## src/rtl/alu_sequencer_if.sv

```systemverilog
// Memory bus between the ALU sequencer and instruction/data memory.
//   mem_addr  : word address, held while a request is pending
//   mem_rd    : read request, held until mem_ready
//   mem_wr    : write request, held until mem_ready
//   mem_wdata : store data
//   mem_rdata : read data, valid in the cycle mem_ready is high
//   mem_ready : the transfer completes on the clock edge where request && ready
// master = sequencer side, slave = memory side.
interface alu_sequencer_if;
  logic [15:0] mem_addr;
  logic        mem_rd;
  logic        mem_wr;
  logic [15:0] mem_wdata;
  logic [15:0] mem_rdata;
  logic        mem_ready;

  modport master (output mem_addr, mem_rd, mem_wr, mem_wdata,
                  input  mem_rdata, mem_ready);
  modport slave  (input  mem_addr, mem_rd, mem_wr, mem_wdata,
                  output mem_rdata, mem_ready);
endinterface

```

## src/rtl/alu_sequencer.sv

```systemverilog
// Control sequencer for the register-file ALU. It fetches 16-bit instructions
// over the memory bus, decodes them, and drives the ALU's index, operation,
// params, readBus and din inputs. Only one instruction is in flight at a time.
// Ports:
//   CLK, RST_N     : clock, asynchronous active-low reset
//   bus            : memory bus (master side)
//   alu_readBus    : ALU takes din as its operand2/load source
//   alu_din        : mem_rdata passed straight through
//   alu_dout       : ALU operand1 value (load/store address, store data)
//   alu_op1/op2/res: operand and result register indices
//   alu_operation  : bit6 enable, bits0-5 one-hot ADD/SUB,MUL,LOG,SHL,SHR,CMP
//   alu_params     : ALU params
//   alu_status     : {LT,GT,EQ,N,C,Z}
//   halted         : high in the HALT state
//   illegal        : one-cycle pulse when opcode E/F is executed
module alu_sequencer #(
  parameter logic [15:0] RESET_PC = 16'h0000
) (
  input  logic                  CLK,
  input  logic                  RST_N,
  alu_sequencer_if.master       bus,
  output logic                  alu_readBus,
  output logic [15:0]           alu_din,
  input  logic [15:0]           alu_dout,
  output logic [2:0]            alu_op1,
  output logic [2:0]            alu_op2,
  output logic [2:0]            alu_res,
  output logic [6:0]            alu_operation,
  output logic [3:0]            alu_params,
  input  logic [5:0]            alu_status,
  output logic                  halted,
  output logic                  illegal
);

  typedef enum logic [2:0] {
    S_FETCH, S_EXEC, S_IMM, S_LD_MEM, S_ST_DATA, S_HALT
  } state_e;

  state_e      state_q, state_d;
  logic [15:0] pc_q, pc_d;
  logic [15:0] ir_q, ir_d;
  logic [15:0] addr_q, addr_d;
  // Low for the first cycle after reset so every output, mem_rd included,
  // is zero while reset is asserted; fetching starts one cycle after release.
  logic        run_q, run_d;

  logic [3:0] opc;
  logic [2:0] rd, ra, rb;
  logic       cond_true;

  assign opc = ir_q[15:12];
  assign rd  = ir_q[11:9];
  assign ra  = ir_q[8:6];
  assign rb  = ir_q[5:3];

  assign alu_din = bus.mem_rdata;

  // Branch condition, evaluated on the flags present in the IMM cycle.
  always_comb begin
    cond_true = 1'b0;
    case (rd)
      3'd0: cond_true = 1'b1;
      3'd1: cond_true = alu_status[0];
      3'd2: cond_true = ~alu_status[0];
      3'd3: cond_true = alu_status[1];
      3'd4: cond_true = alu_status[2];
      3'd5: cond_true = alu_status[3];
      3'd6: cond_true = alu_status[4];
      3'd7: cond_true = alu_status[5];
      default: cond_true = 1'b0;
    endcase
  end

  always_comb begin
    state_d       = state_q;
    pc_d          = pc_q;
    ir_d          = ir_q;
    addr_d        = addr_q;
    run_d         = 1'b1;
    bus.mem_addr  = 16'h0000;
    bus.mem_rd    = 1'b0;
    bus.mem_wr    = 1'b0;
    bus.mem_wdata = 16'h0000;
    alu_readBus   = 1'b0;
    alu_op1       = 3'd0;
    alu_op2       = 3'd0;
    alu_res       = 3'd0;
    alu_operation = 7'h00;
    alu_params    = 4'h0;
    halted        = 1'b0;
    illegal       = 1'b0;

    case (state_q)
      S_FETCH: begin
        if (run_q) begin
          bus.mem_rd   = 1'b1;
          bus.mem_addr = pc_q;
          if (bus.mem_ready) begin
            ir_d    = bus.mem_rdata;
            pc_d    = pc_q + 16'd1;
            state_d = S_EXEC;
          end
        end
      end

      S_EXEC: begin
        alu_op1 = ra;
        alu_op2 = rb;
        alu_res = rd;
        state_d = S_FETCH;
        case (opc)
          4'h1: alu_operation = 7'h41;
          4'h2: begin alu_operation = 7'h41; alu_params = 4'h1; end
          4'h3: alu_operation = 7'h42;
          4'h4: begin alu_operation = 7'h44; alu_params = {2'b00, ir_q[1:0]}; end
          // Shifts take their single source through operand2.
          4'h5: begin alu_operation = 7'h48; alu_op2 = ra; alu_params = ir_q[3:0]; end
          4'h6: begin alu_operation = 7'h50; alu_op2 = ra; alu_params = ir_q[3:0]; end
          4'h7: alu_operation = 7'h60;
          4'h8, 4'hB, 4'hC: state_d = S_IMM;
          4'h9: begin addr_d = alu_dout; state_d = S_LD_MEM;  end
          4'hA: begin addr_d = alu_dout; state_d = S_ST_DATA; end
          4'hD: state_d = S_HALT;
          4'hE, 4'hF: illegal = 1'b1;
          default: ;
        endcase
      end

      S_IMM: begin
        bus.mem_rd   = 1'b1;
        bus.mem_addr = pc_q;
        if (bus.mem_ready) begin
          pc_d    = pc_q + 16'd1;
          state_d = S_FETCH;
          case (opc)
            4'h8: begin
              alu_readBus   = 1'b1;
              alu_operation = 7'h40;
              alu_res       = rd;
            end
            4'hB: pc_d = bus.mem_rdata;
            4'hC: if (cond_true) pc_d = bus.mem_rdata;
            default: ;
          endcase
        end
      end

      S_LD_MEM: begin
        bus.mem_rd   = 1'b1;
        bus.mem_addr = addr_q;
        if (bus.mem_ready) begin
          // The ALU captures din into rd on the same edge the read completes.
          alu_readBus   = 1'b1;
          alu_operation = 7'h40;
          alu_res       = rd;
          state_d       = S_FETCH;
        end
      end

      S_ST_DATA: begin
        alu_op1       = rb;
        bus.mem_wr    = 1'b1;
        bus.mem_addr  = addr_q;
        bus.mem_wdata = alu_dout;
        if (bus.mem_ready) state_d = S_FETCH;
      end

      S_HALT: halted = 1'b1;

      default: state_d = S_FETCH;
    endcase
  end

  always_ff @(posedge CLK or negedge RST_N) begin
    if (!RST_N) begin
      state_q <= S_FETCH;
      pc_q    <= RESET_PC;
      ir_q    <= 16'h0000;
      addr_q  <= 16'h0000;
      run_q   <= 1'b0;
    end else begin
      state_q <= state_d;
      pc_q    <= pc_d;
      ir_q    <= ir_d;
      addr_q  <= addr_d;
      run_q   <= run_d;
    end
  end

endmodule

```

## src/flat_wrapper.sv

```systemverilog
// flat-port wrapper written by rule: the top's interface ports become plain ports
module alu_sequencer_flat 
#(
  parameter logic [15:0] RESET_PC = 16'h0000
)
  (CLK, RST_N, alu_readBus, alu_din, alu_dout, alu_op1, alu_op2, alu_res, alu_operation, alu_params, alu_status, halted, illegal, bus_mem_addr, bus_mem_rd, bus_mem_wr, bus_mem_wdata, bus_mem_rdata, bus_mem_ready);
  alu_sequencer_if bus_i ();
  input  logic CLK;
  input  logic RST_N;
  output logic alu_readBus;
  output logic [15:0] alu_din;
  input  logic [15:0] alu_dout;
  output logic [2:0] alu_op1;
  output logic [2:0] alu_op2;
  output logic [2:0] alu_res;
  output logic [6:0] alu_operation;
  output logic [3:0] alu_params;
  input  logic [5:0] alu_status;
  output logic halted;
  output logic illegal;
  output wire logic [$bits(bus_i.mem_addr)-1:0] bus_mem_addr;
  output wire logic [$bits(bus_i.mem_rd)-1:0] bus_mem_rd;
  output wire logic [$bits(bus_i.mem_wr)-1:0] bus_mem_wr;
  output wire logic [$bits(bus_i.mem_wdata)-1:0] bus_mem_wdata;
  input wire logic [$bits(bus_i.mem_rdata)-1:0] bus_mem_rdata;
  input wire logic [$bits(bus_i.mem_ready)-1:0] bus_mem_ready;
  assign bus_mem_addr = bus_i.mem_addr;
  assign bus_mem_rd = bus_i.mem_rd;
  assign bus_mem_wr = bus_i.mem_wr;
  assign bus_mem_wdata = bus_i.mem_wdata;
  assign bus_i.mem_rdata = bus_mem_rdata;
  assign bus_i.mem_ready = bus_mem_ready;
  alu_sequencer #(.RESET_PC(RESET_PC)) u_core (.CLK(CLK), .RST_N(RST_N), .bus(bus_i), .alu_readBus(alu_readBus), .alu_din(alu_din), .alu_dout(alu_dout), .alu_op1(alu_op1), .alu_op2(alu_op2), .alu_res(alu_res), .alu_operation(alu_operation), .alu_params(alu_params), .alu_status(alu_status), .halted(halted), .illegal(illegal));
endmodule
```

## config.mk

```make
export PLATFORM = sky130hd
export DESIGN_NAME = alu_sequencer_flat
export DESIGN_NICKNAME = d
export VERILOG_FILES = /design/src/rtl/alu_sequencer_if.sv /design/src/rtl/alu_sequencer.sv /design/src/flat_wrapper.sv
export SDC_FILE = /design/constraint.sdc
export NUM_CORES = 1
export LEC_CHECK = 0
export BUFFER_PORTS_ARGS = -buffer_cell sky130_fd_sc_hd__buf_2
export CORE_MARGIN = 2
export CORE_UTILIZATION = 45
export CTS_BUF_LIST = sky130_fd_sc_hd__clkbuf_16
export DETAILED_ROUTE_END_ITERATION = 10
export HOLD_SLACK_MARGIN = 0.08
export PLACE_DENSITY = 0.82
export SYNTH_ARGS = -nofsm -noshare
export SYNTH_HDL_FRONTEND = slang
export SYNTH_SLANG_ARGS = --single-unit
export TNS_END_PERCENT = 30
```

## constraint.sdc

```tcl
create_clock -name CLK -period 3.9 [get_ports CLK]
set_input_delay 0.39 -clock CLK [delete_from_list [all_inputs] [get_ports CLK]]
set_output_delay 0.39 -clock CLK [all_outputs]
set_load 0.02 [all_outputs]
```

==> flow_metrics.env, run 1 <==
export IMPL_viasPerCell=5.80
export IMPL_avgSynthCellArea_sq_um=9.63
export IMPL_fin_skew_ns=0.00564
export IMPL_cts_tree="yes"
export IMPL_rrSetupSlack_ns=1.38
export IMPL_ant_nets=0
export IMPL_pre_cts_slack_ns=1.25
export IMPL_drive_gt1_share_pct=39.2
export IMPL_synthAdderAreaFrac_pct=0.389
export IMPL_critPathBufInv=3
export IMPL_port_buffers=113
export IMPL_setup_viol_count_final=0
export IMPL_cts_max_level=2
export IMPL_grt_usage_pct=22.4
export IMPL_hold_buffers=0
export IMPL_gr_max_usage_layer="met2"
export IMPL_outcome="finished, final reports clean"
export IMPL_crit_path_max_incr_delay_ns=0.88
export IMPL_root_buffer="clkbuf_16"
export IMPL_synth_xor_xnor_area_share_pct=0.272
export IMPL_irDropWorstVdd_mv=0.237
export IMPL_slowest_stage="dfrtp_1"
export IMPL_crit_fanout=29
export IMPL_power_leakage_nw=1.97
export IMPL_overflow=0
export IMPL_tns_ns=0
export IMPL_die_width_microns=88.5
export IMPL_synthArstFlopShare_pct=100
export IMPL_vias=3008
export IMPL_fin_nets=464
export IMPL_crit_chain="inv_1 -> nor3_1 -> o21bai_1 -> buf_4 -> a22o_1 -> buf_2"
export IMPL_clock_sinks=52
export IMPL_final_hold_viol_count=0
export IMPL_ys_ff_latch=52
export IMPL_synthCells=334
export IMPL_wl_per_cell_microns=17.2
export IMPL_rsz0062_at_grt="false"
export IMPL_fin_crit_sh_pct=77.1
export IMPL_syn_nets=376
export IMPL_yosysSeqAreaShare_pct=40.5
export IMPL_synth_top_family_by_area="simple AND/OR/NAND/NOR gates"
export IMPL_met1_usage_pct=29.1
export IMPL_startpoint_type="flip-flop"
export IMPL_dr_first_iter_drc_count=249
export IMPL_synthSimpleGateAreaFrac_pct=20.2
export IMPL_grt_met2_usage_pct=38.2
export IMPL_max_freq_ghz=0.332
export IMPL_use_met3_pct=3.17
export IMPL_cts_repair_resized=0
export IMPL_crit_family="flip-flops"
export IMPL_power_density_nw_per_um2=786
export IMPL_dr_pass1_iters=5
export IMPL_gp_congestion=0.895
export IMPL_grt_pass1_wl_microns=13600
export IMPL_clock_path_buffers=2
export IMPL_drc_errors=0
export IMPL_grt_pass1_vias=2663
export IMPL_crit_arrival_ns=2.62
export IMPL_ys_types=51
export IMPL_critPathKind="reg2out"
export IMPL_dp_hpwl_microns=6530
export IMPL_post_cts_buffers=0
export IMPL_fin_ws_ns=0.892
export IMPL_synth_flop_cell="dfrtp_1"
export IMPL_start_util_pct=46.8
export IMPL_die_h_microns=88.5
export IMPL_ys_warn_count=0
export IMPL_muxShareOfSynthArea_pct=15.0
export IMPL_critPathRequiredTime_ns=3.51
export IMPL_clk_latency_ns=0.30
export IMPL_coreArea_sq_um=6870
export IMPL_slew_viol_final=0
export IMPL_synthToLayoutAreaGrowth_pct=21.3
export IMPL_fin_crit_ns=3.01
export IMPL_n_antenna_cell=0
export IMPL_antenna_found_initial=0
export IMPL_clkTransAtPathRegs_ns=0.07
export IMPL_setup_worst_path_end_class="output port"
export IMPL_synth_edf_count=0
export IMPL_hold_class="in2async"
export IMPL_die_area_sq_um=7840
export IMPL_wirelength_microns=8930
export IMPL_synth_compound_area_share_pct=15.7
export IMPL_grt_max_degree=53
export IMPL_cts_buffers=5
export IMPL_rows=30
export IMPL_maxCapViolations=0
export IMPL_tightestPinTransition_ns=1.07
export IMPL_pin_count=114
export IMPL_syn_area_sq_um=3220
export IMPL_slew_headroom_pct=28.4
worst register-to-register path, stage by stage (launching register included):
cell	delay, ns
dfrtp_1	0.69
nor2_1	0.21
o2111ai_1	0.24
nor3_2	0.80
nor4_1	0.13
a311o_1	0.34
state kept, by name, indices dropped and copies added (netlist names):
signal / cells
u_core.addr_q: 16
u_core.ir_q: 16
u_core.pc_q: 16
u_core.state_q: 3
u_core.run_q: 1
logic make-up (layout without fill, tap and decap cells):
| logic type | after synthesis | after routing |
|---|---|---|
| xor gates and xnor gates | 1 | 1 |
| AOI/OAI and AO/OA | 67 | 67 |
| muxes | 43 | 43 |
| buffers and inverters | 47 | 136 |
| adders and majority gates | 1 | 1 |
| and+or+nand+nor | 122 | 122 |
| other | 1 | 1 |
| DFF | 52 | 52 |
cells in the final DEF (no fill, tap or decap), drive strengths merged, types with 6 or more instances in the layout:
cell type,Yosys,routed
nor3,11,11
a2bb2oi,6,6
and3,20,20
a21oi,7,7
mux2,32,32
dfrtp,52,52
nand3,16,16
nor2,18,18
nand2,28,28
a22o,19,19
o21ai,10,10
buf,24,118
mux2i,10,10
inv,10,11
layout make-up:
class / count / area [sq um]
fill: 592 / 2970
multi-input combinational: 235 / 1670
sequential: 52 / 1300
timing repair buffer: 118 / 603
clock buffer: 5 / 125
tap: 96 / 120
clock inverter: 3 / 46.3
inverter: 10 / 37.5
synth_stat cells (all sizes together), types with 11 or more instances:
library cell,count,area (sq um)
nor3,11,65.1
mux2,32,360
nand3,16,80.1
clkbuf,13,48.8
nor2,18,67.6
buf,24,166
a22o,19,166
nand2,28,105
dfrtp,52,1300
and3,20,125
power by group:
part / internal, mW / total (mW) / leakage (nW) / switching, mW
registers: 0.778 / 1.09 / 0.610 / 0.312
clock network: 0.305 / 0.512 / 0.0804 / 0.207
logic: 0.628 / 1.46 / 1.28 / 0.833
stage by stage:
stage | utilization (%) | total power [mW] | cells | hold WS [ns] | cell area (sq um)
3_3_place_gp | 54.3 | 2.48 | 511 | 0.482 | 3730
4_1_cts | 56.8 | 3.06 | 519 | 0.223 | 3900
5_1_grt | 56.8 | 3.25 | 519 | 0.263 | 3900
3_5_place_dp | 54.3 | 2.54 | 511 | 0.490 | 3730
6_report | 56.8 | 3.06 | 519 | 0.203 | 3900
2_1_floorplan | - | 2.10 | 334 | 0.0944 | 3220
worst paths after layout:
| check | endpoint | cells past startpoint | startpoint |
|---|---|---|---|
| setup / recovery | bus_mem_addr[15] | 6 | u_core.state_q[2]$_DFFE_PN0P_ |
| hold / removal | u_core.addr_q[11]$_DFFE_PN0P_ | 2 | RST_N |
| setup reg to reg | u_core.pc_q[12]$_DFFE_PN0P_ | 5 | u_core.state_q[2]$_DFFE_PN0P_ |
| hold reg to reg | u_core.ir_q[2]$_DFFE_PN0P_ | 1 | u_core.ir_q[2]$_DFFE_PN0P_ |
| max in group asynchronous | u_core.ir_q[11]$_DFFE_PN0P_ | 2 | RST_N |
| min in group CLK | u_core.addr_q[2]$_DFFE_PN0P_ | 2 | alu_dout[2] |
routing by layer:
metal,part of all wire (%),wire length (microns),vias to the layer above
met2,51,4590,129
li1,-,-,1388
met5,0,0,-
met4,1.8,163,0
met3,5.5,492,15
met1,41,3690,1476
Note: power is estimated with default switching activity, not from simulation.
==> run 2, diff against run 1 <==
--- a/config.mk
+++ b/config.mk
@@ -5,13 +5,14 @@
 export SDC_FILE = /design/constraint.sdc
 export NUM_CORES = 1
 export LEC_CHECK = 0
+export ABC_AREA = 1
 export BUFFER_PORTS_ARGS = -buffer_cell sky130_fd_sc_hd__buf_2
 export CORE_MARGIN = 2
 export CORE_UTILIZATION = 45
 export CTS_BUF_LIST = sky130_fd_sc_hd__clkbuf_16
 export DETAILED_ROUTE_END_ITERATION = 10
 export HOLD_SLACK_MARGIN = 0.08
-export PLACE_DENSITY = 0.82
+export PLACE_DENSITY = 0.81
 export SYNTH_ARGS = -nofsm -noshare
 export SYNTH_HDL_FRONTEND = slang
 export SYNTH_SLANG_ARGS = --single-unit
==> constraint.sdc (replaced) <==
create_clock -name CLK -period 2.8 [get_ports CLK]
set_input_delay 0.28 -clock CLK [delete_from_list [all_inputs] [get_ports CLK]]
set_output_delay 0.28 -clock CLK [all_outputs]
set_load 0.02 [all_outputs]
==> flow_metrics.env, run 2 <==
export IMPL_dp_cells=703
export IMPL_grt_max_degree=33
export IMPL_yosysSeqAreaShare_pct=36.9
export IMPL_yosysTopAreaCell="dfrtp_1"
export IMPL_dp_hpwl_microns=7360
export IMPL_synthToLayoutAreaGrowth_pct=18.3
export IMPL_start_util_pct=46.1
export IMPL_place_area_sq_um=4020
export IMPL_setup_worst_path_end_class="output port"
export IMPL_grt_pass1_wl_microns=15900
export IMPL_layout_commonest_cell="nand2_1"
export IMPL_clock_path_buffers=2
export IMPL_largestRegisters="u_core.addr_q (16), u_core.ir_q (16), u_core.pc_q (16)"
export IMPL_vias=3662
export IMPL_fillers=750
export IMPL_synth_flop_cell="dfrtp_1"
export IMPL_slew_headroom_pct=50.7
export IMPL_gp_congestion=0.930
export IMPL_critPathRequiredTime_ns=2.52
export IMPL_die_h_microns=92.5
export IMPL_synthArstFlopShare_pct=100
export IMPL_cts_tree="yes"
export IMPL_clock_sinks=52
export IMPL_layout_cells_non_filler=712
export IMPL_synth_top_area_share_pct=36.9
export IMPL_rows=32
export IMPL_cts_max_level=2
export IMPL_dr_first_iter_drc_count=278
export IMPL_cts_buffers=5
export IMPL_coreArea_sq_um=7650
export IMPL_pin_count=114
export IMPL_grt_usage_pct=23.1
export IMPL_overflow=0
export IMPL_ant_nets=0
export IMPL_setup_viol_count_final=0
export IMPL_max_freq_ghz=0.406
export IMPL_synth_commonest_cells="nand2_1, o21ai_0, inv_1"
export IMPL_fin_crit_sh_pct=88.0
export IMPL_yosys_top_cells_area="dfrtp_1, nand2_1, o21ai_0, inv_1, nor2_1"
export IMPL_maxCapViolations=0
export IMPL_ys_types=37
export IMPL_drive_gt1_share_pct=24.9
export IMPL_power_leakage_nw=2.32
export IMPL_layout_common_cells="nand2_1, buf_2, o21ai_0"
export IMPL_wirelength_microns=9600
export IMPL_die_width_microns=92.5
export IMPL_rsz0062_at_grt="false"
export IMPL_outcome="finished, final reports clean"
export IMPL_syn_area_sq_um=3530
export IMPL_design_area_sq_um=4170
export IMPL_fin_skew_ns=0.00941
export IMPL_die_area_sq_um=8560
export IMPL_power_density_nw_per_um2=1120
export IMPL_crit_arrival_ns=2.18
export IMPL_antenna_found_initial=0
export IMPL_root_buffer="clkbuf_16"
export IMPL_port_buffers=113
export IMPL_clkTransAtPathRegs_ns=0.08
export IMPL_crit_fanout=19
export IMPL_drc_errors=0
export IMPL_fin_nets=651
export IMPL_ys_warn_count=0
export IMPL_tns_ns=0
export IMPL_clk_latency_ns=0.30
export IMPL_dr_pass1_iters=5
export IMPL_grt_pass1_vias=3367
export IMPL_irDropWorstVdd_mv=0.650
export IMPL_n_antenna_cell=0
export IMPL_ys_ff_latch=52
export IMPL_tightestPinTransition_ns=0.735
export IMPL_wl_per_cell_microns=13.5
export IMPL_hold_class="in2reg"
export IMPL_synthCells=517
export IMPL_yosysMostFrequentCell="nand2_1"
export IMPL_syn_nets=559
export IMPL_final_hold_viol_count=0
export IMPL_synth_edf_count=0
export IMPL_fin_crit_ns=2.46
export IMPL_final_util_pct=54.6
export IMPL_slew_viol_final=0
export IMPL_startpoint_type="flip-flop"
export IMPL_critPathKind="reg2out"
export IMPL_viasPerCell=5.14
export IMPL_avgSynthCellArea_sq_um=6.82
[run 2: cell count changes after synthesis, moves of 5 or more]
cell       previous run  this run
nand2_1              28       118
o21ai_0               9        72
inv_1                10        69
nor2_1               18        60
mux2_2               32         1
nand3_1              16        42
and3_1               20         0
a22o_1               19         0
mux2i_1              10         0
clkbuf_1             13         4
inv_2                 0         8
a2bb2oi_1             6         0
xor2_1                0         6
nand2_2               0         5
[run 2: routing by layer]
layer | global-route usage, % | wire length (microns) | vias up
met2 | 37.8 | 4440 | 152
met5 | 0 | 0 | -
li1 | - | - | 1813
met1 | 31.7 | 4340 | 1678
met3 | 3.34 | 633 | 19
met4 | 6.97 | 183 | 0
[run 2: where the power goes]
group | internal (mW) | total, mW | switching, mW
clock network | 0.336 | 0.628 | 0.292
registers | 1.10 | 1.38 | 0.286
logic | 0.840 | 2.66 | 1.82
total | 2.27 | 4.67 | 2.40
[run 2: cells by family (layout without fill, tap and decap cells)]
logic type                 after synthesis  in the layout  synth area share (%)
AOI/OAI and AO/OA                       93             93                  14.2
muxes                                    1              1                 0.319
adders and majority gates                1              1                 0.355
and+or+nand+nor                        251            251                  31.4
xor gates and xnor gates                 6              6                  1.49
DFF                                     52             52                  36.9
buffers and inverters                  112            205                  15.2
other                                    1              1                 0.106
[run 2: worst paths after layout]
check,startpoint,depth (start not counted),slack [ns],end
worst max-delay path,u_core.state_q[2]$_DFFE_PN0P_,5,0.34,alu_op1[1]
worst min-delay path,bus_mem_rdata[4],3,0.23,u_core.ir_q[4]$_DFFE_PN0P_
worst max register to register,u_core.state_q[0]$_DFFE_PN0P_,8,0.95,u_core.ir_q[12]$_DFFE_PN0P_
worst min register to register,u_core.addr_q[10]$_DFFE_PN0P_,2,0.48,u_core.addr_q[10]$_DFFE_PN0P_
max in group asynchronous,RST_N,3,1.51,u_core.pc_q[2]$_DFFE_PN0P_
min in group asynchronous,RST_N,2,0.50,u_core.ir_q[1]$_DFFE_PN0P_
[run 2: final cells by class]
cell class	instances	area, sq um	area share, %
clock buffers	5	125	3.00
multi-input cells	353	1690	40.4
inverters	79	304	7.29
repair buffers	118	606	14.5
clock inverters	3	21.3	0.510
flip-flops and latches	52	1300	31.2
well taps	102	128	3.06
[run 2: repair_timing]
item,in CTS,in global routing
hold endpoints to repair,21,0
gates resized for setup,0,0
hold buffers,1,0
setup buffers,0,0
[run 2: worst max-delay path, cell delays in order, from the launching register on]
cell and delay [ns]:
dfrtp_1 0.58, inv_1 0.15, nor2_2 0.49, inv_2 0.29
o22ai_1 0.18, buf_2 0.19
[run 2: stage by stage]
| step | power, mW | worst slack [ns] | hold WS [ns] |
|---|---|---|---|
| 4_1_cts | 4.67 | 0.351 | 0.232 |
| 5_1_grt | 5.10 | 0.127 | 0.241 |
| 6_report | 4.67 | 0.337 | 0.231 |
| 3_3_place_gp | 3.94 | 0.700 | 0.284 |
| 2_1_floorplan | 3.30 | 0.557 | -0.0156 |
| 3_5_place_dp | 4.02 | 0.685 | 0.302 |
